==> config.mk <==
export PLATFORM = sky130hd
export DESIGN_NAME = timed_count_buffer
export DESIGN_NICKNAME = d
export VERILOG_FILES = /design/src/rtl/timed_count_buffer.sv
export SDC_FILE = /design/constraint.sdc
export NUM_CORES = 1
export LEC_CHECK = 0
export ABC_AREA = 1
export ABC_CLOCK_PERIOD_IN_PS = 1800
export CAP_MARGIN = 30
export CORE_MARGIN = 4
export CORE_UTILIZATION = 30
export CTS_BUF_LIST = sky130_fd_sc_hd__clkbuf_16
export CTS_CLUSTER_DIAMETER = 100
export DETAILED_ROUTE_END_ITERATION = 16
export SLEW_MARGIN = 20
export SYNTH_ARGS = -nofsm -noshare
export SYNTH_HDL_FRONTEND = slang
export SYNTH_SLANG_ARGS = --single-unit
==> constraint.sdc <==
create_clock -name clk -period 1.8 [get_ports clk]
set_input_delay 0.36 -clock clk [delete_from_list [all_inputs] [get_ports clk]]
set_output_delay 0.36 -clock clk [all_outputs]
set_load 0.05 [all_outputs]
==> src/rtl/timed_count_buffer.sv <==
// timed_count_buffer: captures interval count results from dsp_timed_counter
// into a small first-word-fall-through FIFO. Each entry is tagged with a
// threshold-exceeded flag, and entries are presented on a valid/ready port.
// In ACKNOWLEDGE mode the block also returns a one-cycle ack pulse to the
// counter, so that each held result is captured exactly once.
module timed_count_buffer #(
    parameter string             MODE        = "NORMAL",
    parameter int                WIDTH       = 24,
    parameter int                DEPTH_LOG2  = 2,
    parameter logic [WIDTH-1:0]  THRESH_INIT = '0
) (
    input  logic                  clk,
    input  logic                  rst_n,
    input  logic [WIDTH-1:0]      count_in,
    input  logic                  count_in_valid,
    output logic                  count_ack,
    input  logic [WIDTH-1:0]      thresh_in,
    input  logic                  thresh_load,
    output logic [WIDTH-1:0]      dout,
    output logic                  dout_over,
    output logic                  dout_valid,
    input  logic                  dout_ready,
    output logic [DEPTH_LOG2:0]   level,
    output logic                  overflow,
    input  logic                  overflow_clr
);

    localparam int                  DEPTH      = 1 << DEPTH_LOG2;
    localparam logic [DEPTH_LOG2:0] FULL_LEVEL = (DEPTH_LOG2 + 1)'(DEPTH);
    localparam bit                  ACK_MODE   = (MODE == "ACKNOWLEDGE");

    typedef enum logic [1:0] {
        ST_IDLE,
        ST_ACK,
        ST_WAIT
    } state_t;

    state_t                  state;
    state_t                  state_next;

    logic [WIDTH-1:0]        mem_count [DEPTH];
    logic                    mem_over  [DEPTH];
    logic [DEPTH_LOG2-1:0]   wr_ptr;
    logic [DEPTH_LOG2-1:0]   rd_ptr;
    logic [DEPTH_LOG2:0]     count;
    logic [WIDTH-1:0]        threshold;

    logic                    full;
    logic                    empty;
    logic                    pop;
    logic                    push_req;
    logic                    push;
    logic                    drop;
    logic                    over_in;

    // Handshake decode. Popping frees a slot in the same cycle, so a push
    // into a full FIFO is still accepted when a pop happens alongside it.
    always_comb begin
        full     = (count == FULL_LEVEL);
        empty    = (count == '0);
        pop      = !empty && dout_ready;
        push_req = ACK_MODE ? (count_in_valid && (state == ST_IDLE)) : count_in_valid;
        push     = push_req && (!full || pop);
        drop     = !ACK_MODE && count_in_valid && full && !pop;
        over_in  = (count_in >= threshold);
    end

    // Storage and pointers; pointers wrap naturally because depth is a power of two.
    always_ff @(posedge clk or negedge rst_n) begin
        if (!rst_n) begin
            wr_ptr <= '0;
            rd_ptr <= '0;
            for (int i = 0; i < DEPTH; i++) begin
                mem_count[i] <= '0;
                mem_over[i]  <= 1'b0;
            end
        end else begin
            if (push) begin
                mem_count[wr_ptr] <= count_in;
                mem_over[wr_ptr]  <= over_in;
                wr_ptr            <= wr_ptr + 1'b1;
            end
            if (pop) begin
                rd_ptr <= rd_ptr + 1'b1;
            end
        end
    end

    // Occupancy counter; simultaneous push and pop leaves it unchanged.
    always_ff @(posedge clk or negedge rst_n) begin
        if (!rst_n) begin
            count <= '0;
        end else begin
            case ({push, pop})
                2'b10:   count <= count + 1'b1;
                2'b01:   count <= count - 1'b1;
                default: count <= count;
            endcase
        end
    end

    // Threshold register; the compare above always sees the pre-load value.
    always_ff @(posedge clk or negedge rst_n) begin
        if (!rst_n) begin
            threshold <= THRESH_INIT;
        end else if (thresh_load) begin
            threshold <= thresh_in;
        end
    end

    // Sticky overflow flag; a new drop wins over a simultaneous clear.
    always_ff @(posedge clk or negedge rst_n) begin
        if (!rst_n) begin
            overflow <= 1'b0;
        end else if (drop) begin
            overflow <= 1'b1;
        end else if (overflow_clr) begin
            overflow <= 1'b0;
        end
    end

    // Acknowledge FSM state register.
    always_ff @(posedge clk or negedge rst_n) begin
        if (!rst_n) begin
            state <= ST_IDLE;
        end else begin
            state <= state_next;
        end
    end

    // Acknowledge FSM: capture, pulse ack once, then wait for valid to drop.
    always_comb begin
        state_next = state;
        count_ack  = 1'b0;
        case (state)
            ST_IDLE: begin
                if (ACK_MODE && push) begin
                    state_next = ST_ACK;
                end
            end
            ST_ACK: begin
                count_ack  = 1'b1;
                state_next = ST_WAIT;
            end
            ST_WAIT: begin
                if (!count_in_valid) begin
                    state_next = ST_IDLE;
                end
            end
            default: begin
                state_next = ST_IDLE;
            end
        endcase
    end

    // FWFT head; outputs are forced to zero while the FIFO is empty.
    always_comb begin
        dout_valid = !empty;
        level      = count;
        dout       = empty ? '0 : mem_count[rd_ptr];
        dout_over  = empty ? 1'b0 : mem_over[rd_ptr];
    end

endmodule

# After elaboration in Yosys (flattened, before gate mapping)

Cells that the tools add are included.

Bits in registers: 134
Latch bits: 0
RAM bits: 0
Memory bits (read-only): 0
Input port bits: 54
Output and inout port bits: 31
Memories: 0

Add/sub/neg operators: 4
Multiply operators: 0
Div/mod/pow operators: 0
Magnitude comparators: 4
Eq/ne operators: 6
Shift-type cells: 0
Mux-type cells: 20
Bitwise gates (word level): 3
Reductions and logical operators: 14

Operators with widths:

| cell                  | number |
|---|---|
| $bwmux W96            | 1 |
| $mux W24              | 4 |
| $bmux W24 S2          | 1 |
| $demux W24 S2         | 1 |
| $ge A24 B24 Y1        | 1 |
| $mux W1               | 7 |
| $ge A3 B3 Y1 const B  | 2 |
| $not A2 Y3            | 2 |
| $pmux W2 S3           | 1 |
| $pmux W3 S2           | 1 |
| $logic_and A1 B1 Y1   | 5 |
| $add A2 B1 Y2 const B | 2 |
| $bwmux W4             | 1 |
| $eq A2 B1 Y1 const B  | 2 |
| $eq A2 B2 Y1 const B  | 2 |
| $reduce_bool A2 Y1    | 2 |
| $add A3 B1 Y3 const B | 1 |
| $eq A3 B3 Y1 const B  | 1 |
| $logic_not A1 Y1      | 3 |
| $logic_not A3 Y1      | 1 |
| $lt A3 B1 Y1 const B  | 1 |
| $sub A3 B1 Y3 const B | 1 |
| $bmux W1 S2           | 1 |
| $demux W1 S2          | 1 |
| 6 further kinds       | 6 |

# Depth between registers and ports, before layout

Gate-level depths: netlist of the first run.

Depth in word-level cells: 7
Mapped depth: 12
Mapped depth without buffers: 12

# Worst setup path after synthesis of the first run

No wires, ideal clock.

Path kind: flip-flop to output port
Start: register count[2] (netlist: level[2])
End: output dout[0]
Arrival: 2297 ps
Setup slack: -857 ps
Cell stages (with the launch flop): 6
Path buffers: 1
Path through: dfrtp_1 inv_1 nand2_1 inv_2 clkbuf_1 a21oi_1

Cells in the longest elaborated chain, start to end: 2

Ends and longest elaborated chain:

| item                     | RTL line | text |
|---|---|---|
| start: declaration       | 45       | `logic [DEPTH_LOG2:0] count;` |
| start signal: assignment | 95       | `2'b10: count <= count + 1'b1;` |
| start signal: assignment | 96       | `2'b01: count <= count - 1'b1;` |
| start signal: assignment | 97       | `default: count <= count;` |
| $logic_not A3 Y1         | 60       | `empty = (count == '0);` |
| $mux W24                 | 160      | `dout = empty ? '0 : mem_count[rd_ptr];` |
| end: declaration         | 19       | `output logic [WIDTH-1:0] dout,` |

No other way between the ends.

# Worst setup path after layout of the first run

Start: register rd_ptr[0]
End: output dout_over

Cells in the longest elaborated chain, start to end: 5

Ends and longest elaborated chain:

| item                                        | RTL line | text |
|---|---|---|
| start: declaration                          | 44       | `logic [DEPTH_LOG2-1:0] rd_ptr;` |
| start signal: assignment                    | 84       | `rd_ptr <= rd_ptr + 1'b1;` |
| $not A2 Y3 (implied by the code)            | 161      | `dout_over = empty ? 1'b0 : mem_over[rd_ptr];` |
| $bmux W1 S2                                 | 161      |  |
| $mux W1 (implied by the code) (2 in series) | 161      |  |
| $mux W1                                     | 161      |  |
| end: declaration                            | 20       | `output logic dout_over,` |

No other way between the ends. The select of a mux whose other input is x is not followed.

==> reports/qor.tcl, run 1 <==
set qor(status) {finished, violations left}
set qor(violations_in_the_final_reports) {negative setup slack}
set qor(layout.nets) 1032
set qor(antenna_violations_before_repair) 0
set qor(die_area_mm2) 0.02457
set qor(number_of_synthesized_register_bits) 132
set qor(grt_overflow) 0
set qor(peakVddDrop_uv) 1047
set qor(detailroute.via_count) 5793
set qor(insertion_delay_ps) 420
set qor(timing.final.setup_violations) 26
set qor(boundaryPins) 85
set qor(cp.arrival_ps) 1830
set qor(final_hold_viol_count) 0
set qor(antenna_violating_nets_post_route) 0
set qor(route.detailed.vias_per_inst) 4.668
set qor(max_freq_mhz) 456.0
set qor(finalWorstSetupSlack_ps) -393.0
set qor(die_width_um) 156.7
set qor(cp.required_ps) 1440
set qor(critPathKind) {flop to output port}
set qor(yosysWarnings) 0
set qor(dp.cells) 1188
set qor(finalNonFillerCells) 1241
set qor(fp.dieH_um) 156.7
set qor(per_cell_routed_wire_length_um) 16.21
set qor(min-delay-path-class) {input port to asynchronous set/reset pin}
set qor(syn_area_mm2) 0.006638
set qor(clock-root-buffer) {clkbuf_16}
set qor(antenna_cells) 0
set qor(tightest_slew_ps) 526.6
set qor(layout.cells.most_common) {nand2_1}
set qor(core_area_mm2) 0.02182
set qor(numPortBuffers) 83
set qor(routed_wl_um) 20110
set qor(initial_cell_density_of_the_core_pct) 30.42
set qor(clock_sinks) 132
set qor(dr.pass1.iters) 5
set qor(dp_slack_ps) -339.8
set qor(htree_num_levels) 4
set qor(synth_area_per_cell_um2) 8.266
set qor(mappedNetlistNets) 887
set qor(timing_max_transition_violations_final) 0
set qor(fin_crit_sh_pct) 121.8
set qor(grt_first_pass_wirelength_um) 31620
set qor(finish.utilization_pct) 46.66
set qor(pwr_density_cell_mw_per_mm2) 2151
set qor(cts.clk_slew.worst_paths_ps) 60
set qor(fin_skew_ps) 7.311
set qor(post_synth_inst_count) 803
set qor(hpwlAfterDp_um) 12550
set qor(drt-initial-drc-count) 340
set qor(area_delta_synth_final_pct) 53.42
set qor(tritoncts) {done}
set qor(finalWeightedCongestion) 0.7717
set qor(grt_util_all_layers_pct) 16.61
set qor(final_layout_size_suffix_gt1_share_pct) 30.80
set qor(clock_buffers_created_by_tritoncts) 17
set qor(slew_headroom_pct) 64.89
set qor(synth-seq-area-share_pct) 49.76
set qor(power.leakage_nw) 4.757
set qor(number_of_cell_rows) 54
set qor(drc_errors) 0
set qor(setup_repair_after_global_routing_missed_its_margin) {yes}
set qor(grt_pass1_vias) 5810
set qor(layout.cells.most_common_list) {nand2_1 (257), dfrtp_1 (129), inv_1 (85), o21ai_2 (59), buf_4 (55)}
set qor(critical_path.startpoint_type) {flop}
set qor(setup.worst_path.end_class) {output port}
set qor(grt_max_degree) 34
set qor(max_cap_viol_count) 0
set qor(critical_path_peak_fanout) 5
set qor(cts_buffer_depth) 2
set qor(period_minus_slack_ps) 2193
set qor(cell_variety_after_synth) 30
-- synthesized netlist by cell type, drive strengths merged --
| cell | n | area, um2 |
|---|---|---|
| o21bai | 1 | 7.510 |
| conb | 1 | 3.750 |
| clkinv | 1 | 3.750 |
| a21oi | 80 | 400.4 |
| o21ai | 126 | 735.7 |
| a21o | 2 | 15.01 |
| xnor2 | 1 | 8.760 |
| nand4 | 1 | 6.260 |
| inv | 94 | 357.8 |
| buf | 21 | 157.7 |
| nand2 | 263 | 1025 |
| clkbuf | 21 | 81.33 |
| mux2 | 1 | 11.26 |
| dfrtp | 132 | 3303 |
| xor2 | 4 | 35.03 |
| nor2 | 21 | 81.33 |
| o22ai | 1 | 6.260 |
| nand3 | 2 | 15.01 |
| ha | 29 | 362.9 |
| fa | 1 | 20.02 |
-- registers in the layout (all words and copies together) (netlist names) --
name,cells
threshold,24
overflow,1
level,3
mem_over,4
wr_ptr,2
rd_ptr,2
mem_count,96
-- kinds of logic (layout without fill, tap and decap cells) --
group	count (synthesis)	after routing	share of synthesized area, %
AO/OA/AOI/OAI	210	210	17.55
adder cells (fa/ha/maj)	30	30	5.768
multiplexers	1	1	0.1696
AND/OR/NAND/NOR	287	287	16.98
buffers and inverters	137	295	9.048
XOR/XNOR	5	5	0.6597
flip-flops	132	132	49.76
other	1	1	0.05650
-- layout make-up --
cell class,instances,area (um2)
multi-input combinational,534,3359
fill,2029,11640
inverter,95,379.1
timing repair buffer,168,2157
tap,280,350.3
clock inverter,15,205.2
clock buffer,17,425.4
sequential,132,3307
-- per-stage QoR --
step,area (um2),power (mW),setup TNS [ps],hold slack (ps)
floorplan,6890,11.24,-1850,64.41
global route,10180,23.09,-10000,496.7
detailed placement,8741,15.74,-8054,368.3
CTS,9843,21.11,-8052,454.5
global placement,8741,15.60,-4061,365.2
finish,10180,21.90,-8135,459.9
-- power breakdown --
part,internal [mW],switching [mW]
logic,5.91,7.51
clock network,2.33,1.38
registers,4.18,0.597
total,12.4,9.48
-- critical path, cell delays in order (launching register included) --
cell	delay, ps
dfrtp_1	410
buf_8	180
buf_12	130
nor2_4	30
nor2_2	150
o21ai_2	90
a21oi_2	220
buf_6	190
-- path summary, 6_finish.rpt --
| path | slack (ps) | start | end | cells after the start |
|---|---|---|---|---|
| max in group asynchronous | 780 | rst_n | level[0] | 3 |
| min | 460 | rst_n | mem_count[9] | 2 |
| max reg2reg | -20 | level[1] | level[2] | 10 |
| min in group clk | 480 | mem_count[80] | mem_count[80] | 2 |
| max | -390 | rd_ptr[0] | dout_over | 7 |
| min reg2reg | 480 | mem_count[80] | mem_count[80] | 2 |
-- what timing repair did --
item | CTS | global route
resized for setup | 107 | 55
pin swaps | 21 | 28
gates cloned | 8 | 2
endpoints found under the hold margin | 27 | 0
endpoints found under the setup margin | 25 | 30
hold buffers | 1 | 0
setup buffers | 3 | 8
-- layer usage --
layer	share of wire, %	wire length, um	GRT usage (%)	vias to the layer above
li1	-	-	-	2851
met1	44	8877	22.01	2756
met2	48	9650	26.94	145
met3	4.7	955	3.097	41
met4	3.1	629	6.570	0
met5	0	0	0	-
No activity file was read; power rests on OpenSTA's default activity.
==> inputs of run 2 (changes only) <==
- ABC_AREA: 1 -> unset
- PLACE_DENSITY: unset -> 0.53
- SKIP_LAST_GASP: unset -> 1
==> run 2 against run 1 <==
Against the previous run: the flow still finishes with violations (negative setup slack); worst setup slack got worse by 100 ps; sequential cell count unchanged; cell count decreased by 26%; via count decreased by 28%; clock skew about the same; register-to-register slack got worse by 210 ps; utilization decreased by 2.1 points; critical path type unchanged; largest power group unchanged; highest routed layer unchanged.
==> reports/qor.tcl, run 2 <==
set qor(status) {finished, violations left}
set qor(violations_in_the_final_reports) {negative setup slack}
set qor(critPathKind) {flop to output port}
set qor(routed_wl_um) 16780
set qor(power.leakage_nw) 4.478
set qor(die_area_mm2) 0.02377
set qor(setup_tns_ps) -14310
set qor(antenna_violations_before_repair) 0
set qor(detailroute.via_count) 4185
set qor(finalWeightedCongestion) 0.7638
set qor(worst_r2r_startpoint) {level[1]}
set qor(grt_util_all_layers_pct) 14.29
set qor(netlist_top_cells_area) {dfrtp_1 (52%), mux2_2 (17%), mux4_2 (8.8%)}
set qor(fin_skew_ps) 7.444
set qor(tightest_slew_ps) 538.2
set qor(regToRegSetupSlack_ps) -230
set qor(slew_headroom_pct) 64.12
set qor(dp.cells) 862
set qor(synthFlopType) {dfrtp_1}
set qor(numPortBuffers) 83
set qor(tritoncts) {done}
set qor(synth_area_leader_cell) {dfrtp_1}
set qor(asyncSetResetFlopFracSynth_pct) 100.0
set qor(hpwlAfterDp_um) 11230
set qor(core_area_mm2) 0.02102
set qor(insertion_delay_ps) 410
set qor(finish.utilization_pct) 44.59
set qor(peakVddDrop_uv) 1261
set qor(worstPathCellList) {buf_12 > mux4_2 > and2_1 > buf_4}
set qor(mappedNetlistNets) 560
set qor(layout.nets) 710
set qor(initial_cell_density_of_the_core_pct) 30.49
set qor(layout.cells.most_common_list) {dfrtp_1 (128), mux2_4 (93), buf_4 (62), clkdlybuf4s50_1 (40), nand2_1 (38)}
set qor(worstSetupStartpoint) {rd_ptr[0]}
set qor(number_of_synthesized_register_bits) 132
set qor(number_of_cell_rows) 53
set qor(largest_register_ff_count) 96
set qor(cts.clk_slew.worst_paths_ps) 60
set qor(layout.cells.most_common) {dfrtp_1}
set qor(max_cap_viol_count) 0
set qor(pwr_density_cell_mw_per_mm2) 2030
set qor(reg_top3) {mem_count x96, threshold x24, mem_over x4}
set qor(per_cell_routed_wire_length_um) 18.38
set qor(p_total_mw) 19.02
set qor(max_flop_register) {mem_count}
set qor(fin_area_mm2) 0.009373
set qor(final_layout_size_suffix_gt1_share_pct) 45.92
set qor(timing.critical_path.depth) 4
set qor(synth_most_common_cell) {dfrtp_1}
set qor(fin_crit_sh_pct) 127.6
set qor(timing_max_transition_violations_final) 0
set qor(critical_path.startpoint_type) {flop}
set qor(drc_errors) 0
set qor(post_synth_most_frequent_cells) {dfrtp_1 (132), mux2_2 (94), nand2_1 (38)}
set qor(critical_path.n_buffers_inverters) 2
set qor(synth-seq-area-share_pct) 51.53
set qor(route.detailed.vias_per_inst) 4.584
set qor(synth_area_per_cell_um2) 13.47
set qor(worstSetupEndpoint) {dout[15]}
set qor(timing.final.setup_violations) 87
set qor(period_minus_slack_ps) 2297
set qor(post_synth_inst_count) 476
set qor(syn_area_mm2) 0.006410
set qor(cp.required_ps) 1440
set qor(place_area_mm2) 0.007994
set qor(finalNonFillerCells) 913
set qor(final_hold_viol_count) 0
set qor(boundaryPins) 85
set qor(clock-root-buffer) {clkbuf_16}
set qor(critical_path_slowest_stage_cell) {mux4_2}
set qor(htree_num_levels) 4
set qor(fp.dieH_um) 154.2
set qor(antenna_cells) 0
set qor(setup_repair_after_global_routing_missed_its_margin) {yes}
set qor(dr.pass1.iters) 4
set qor(ff2ff_path_depth) 10
set qor(n_fill_cell) 1877
set qor(critical_path.reg2reg.endpoint) {level[2]}
set qor(path_delay_family) {multiplexers}
set qor(yosysWarnings) 0
set qor(timing.critical_path.slowest_cell_delay_ps) 510
set qor(antenna_violating_nets_post_route) 0
set qor(setup.worst_path.end_class) {output port}
set qor(cp.arrival_ps) 1940
set qor(finalWorstSetupSlack_ps) -496.9
set qor(clock_sinks) 132
set qor(min-delay-path-class) {input port to flop}
set qor(cts_buffer_depth) 2
set qor(grt_overflow) 0
set qor(cell_variety_after_synth) 32
set qor(die_width_um) 154.2
set qor(clock_buffers_created_by_tritoncts) 17
set qor(critical_path_peak_fanout) 12
set qor(synthDominantCellAreaShare_pct) 51.53
set qor(grt_max_degree) 40
set qor(grt_first_pass_wirelength_um) 26250
set qor(drt-initial-drc-count) 206
set qor(max_freq_mhz) 435.4
set qor(area_delta_synth_final_pct) 46.22
set qor(grt_pass1_vias) 4649
set qor(number_of_synthesized_flops_with_an_enable_pin) 0
run 2: changes by cell type in the layout (fill, tap and decap cells not counted), moves of 12 or more:
| cell | before | now |
|---|---|---|
| inv_1 | 85 | 28 |
| nand2_1 | 257 | 38 |
| dlygate4sd2_1 | 0 | 12 |
| o21ai_2 | 59 | 0 |
| mux2_4 | 0 | 93 |
| a21oi_4 | 28 | 0 |
| o21ai_1 | 38 | 1 |
| buf_12 | 43 | 25 |
| nor2_1 | 16 | 3 |
| a21oi_2 | 34 | 1 |
| mux4_2 | 0 | 25 |
| clkdlybuf4s50_1 | 52 | 40 |
| and2_4 | 0 | 21 |
run 2: repair_timing:
action / 4_1_cts / 5_1_grt
resized for setup: 81 / 81
setup buffers: 16 / 7
hold endpoints to repair: 34 / 0
pin swaps: 12 / 9
endpoints found under the setup margin: 121 / 129
cloned: 8 / 0
hold buffers: 1 / 0
run 2: logic make-up (layout without fill, tap and decap cells):
kind of cell    Yosys count  after routing  share of synthesized area, %
xor+xnor                  6              6                        0.8200
fa+ha+maj                30             30                         5.973
mux                     122            122                         25.82
compound gates           51             51                         4.685
buf+inv                  55            217                         4.431
simple gates             79             79                         6.676
other cells               1              1                       0.05850
flops                   132            132                         51.53
run 2: stage by stage:
| stage | setup WS [ps] | hold WS (ps) |
|---|---|---|
| after global routing | -568.4 | 481.4 |
| after global placement | -709.9 | 376.4 |
| final | -496.9 | 461.9 |
| after detailed placement | -756.5 | 385.0 |
| after floorplan | -270.8 | 64.41 |
| after CTS | -528.1 | 421.7 |
run 2: report_power, final:
part,switching (mW),internal [mW]
sequential,0.726,4.28
combinational,5.03,5.75
clock,1.25,1.99
run 2: how the worst min path moves through the flow:
stage / from / endpoint / slack, ps / cells after the start
2_1_floorplan: rst_n / level[0] / 60 / 0
3_3_place_gp: rst_n / mem_count[93] / 380 / 1
3_5_place_dp: rst_n / mem_count[69] / 390 / 1
4_1_cts: count_in[19] / mem_count[43] / 420 / 2
5_1_grt: count_in[19] / mem_count[91] / 480 / 2
6_report: count_in[19] / mem_count[91] / 460 / 2
run 2: worst register-to-register path, delay by kind of cell, from the launching register on:
| family | cells | cell delay, ps |
|---|---|---|
| AND/OR/NAND/NOR | 3 | 550 |
| XOR/XNOR | 2 | 300 |
| buffers and inverters | 3 | 220 |
| adder cells (fa/ha/maj) | 2 | 470 |
| flip-flops | 1 | 410 |
run 2: layout make-up:
| class | count | area [um2] | share of cell area, % |
|---|---|---|---|
| flip-flops and latches | 132 | 3308 | 35.30 |
| clock buffers | 17 | 425.4 | 4.539 |
| well taps | 275 | 344.1 | 3.671 |
| clock inverters | 14 | 121.4 | 1.295 |
| multi-input cells | 289 | 3332 | 35.55 |
| inverters | 31 | 121.4 | 1.295 |
| repair buffers | 155 | 1720 | 18.36 |
run 2: routing by layer:
layer	share of wire, %	global-route usage, %	up-vias
met1	48	19.05	2125
li1	-	-	1976
met4	1.8	4.752	0
met3	2.8	3.442	18
met5	0	0	-
met2	48	23.00	66
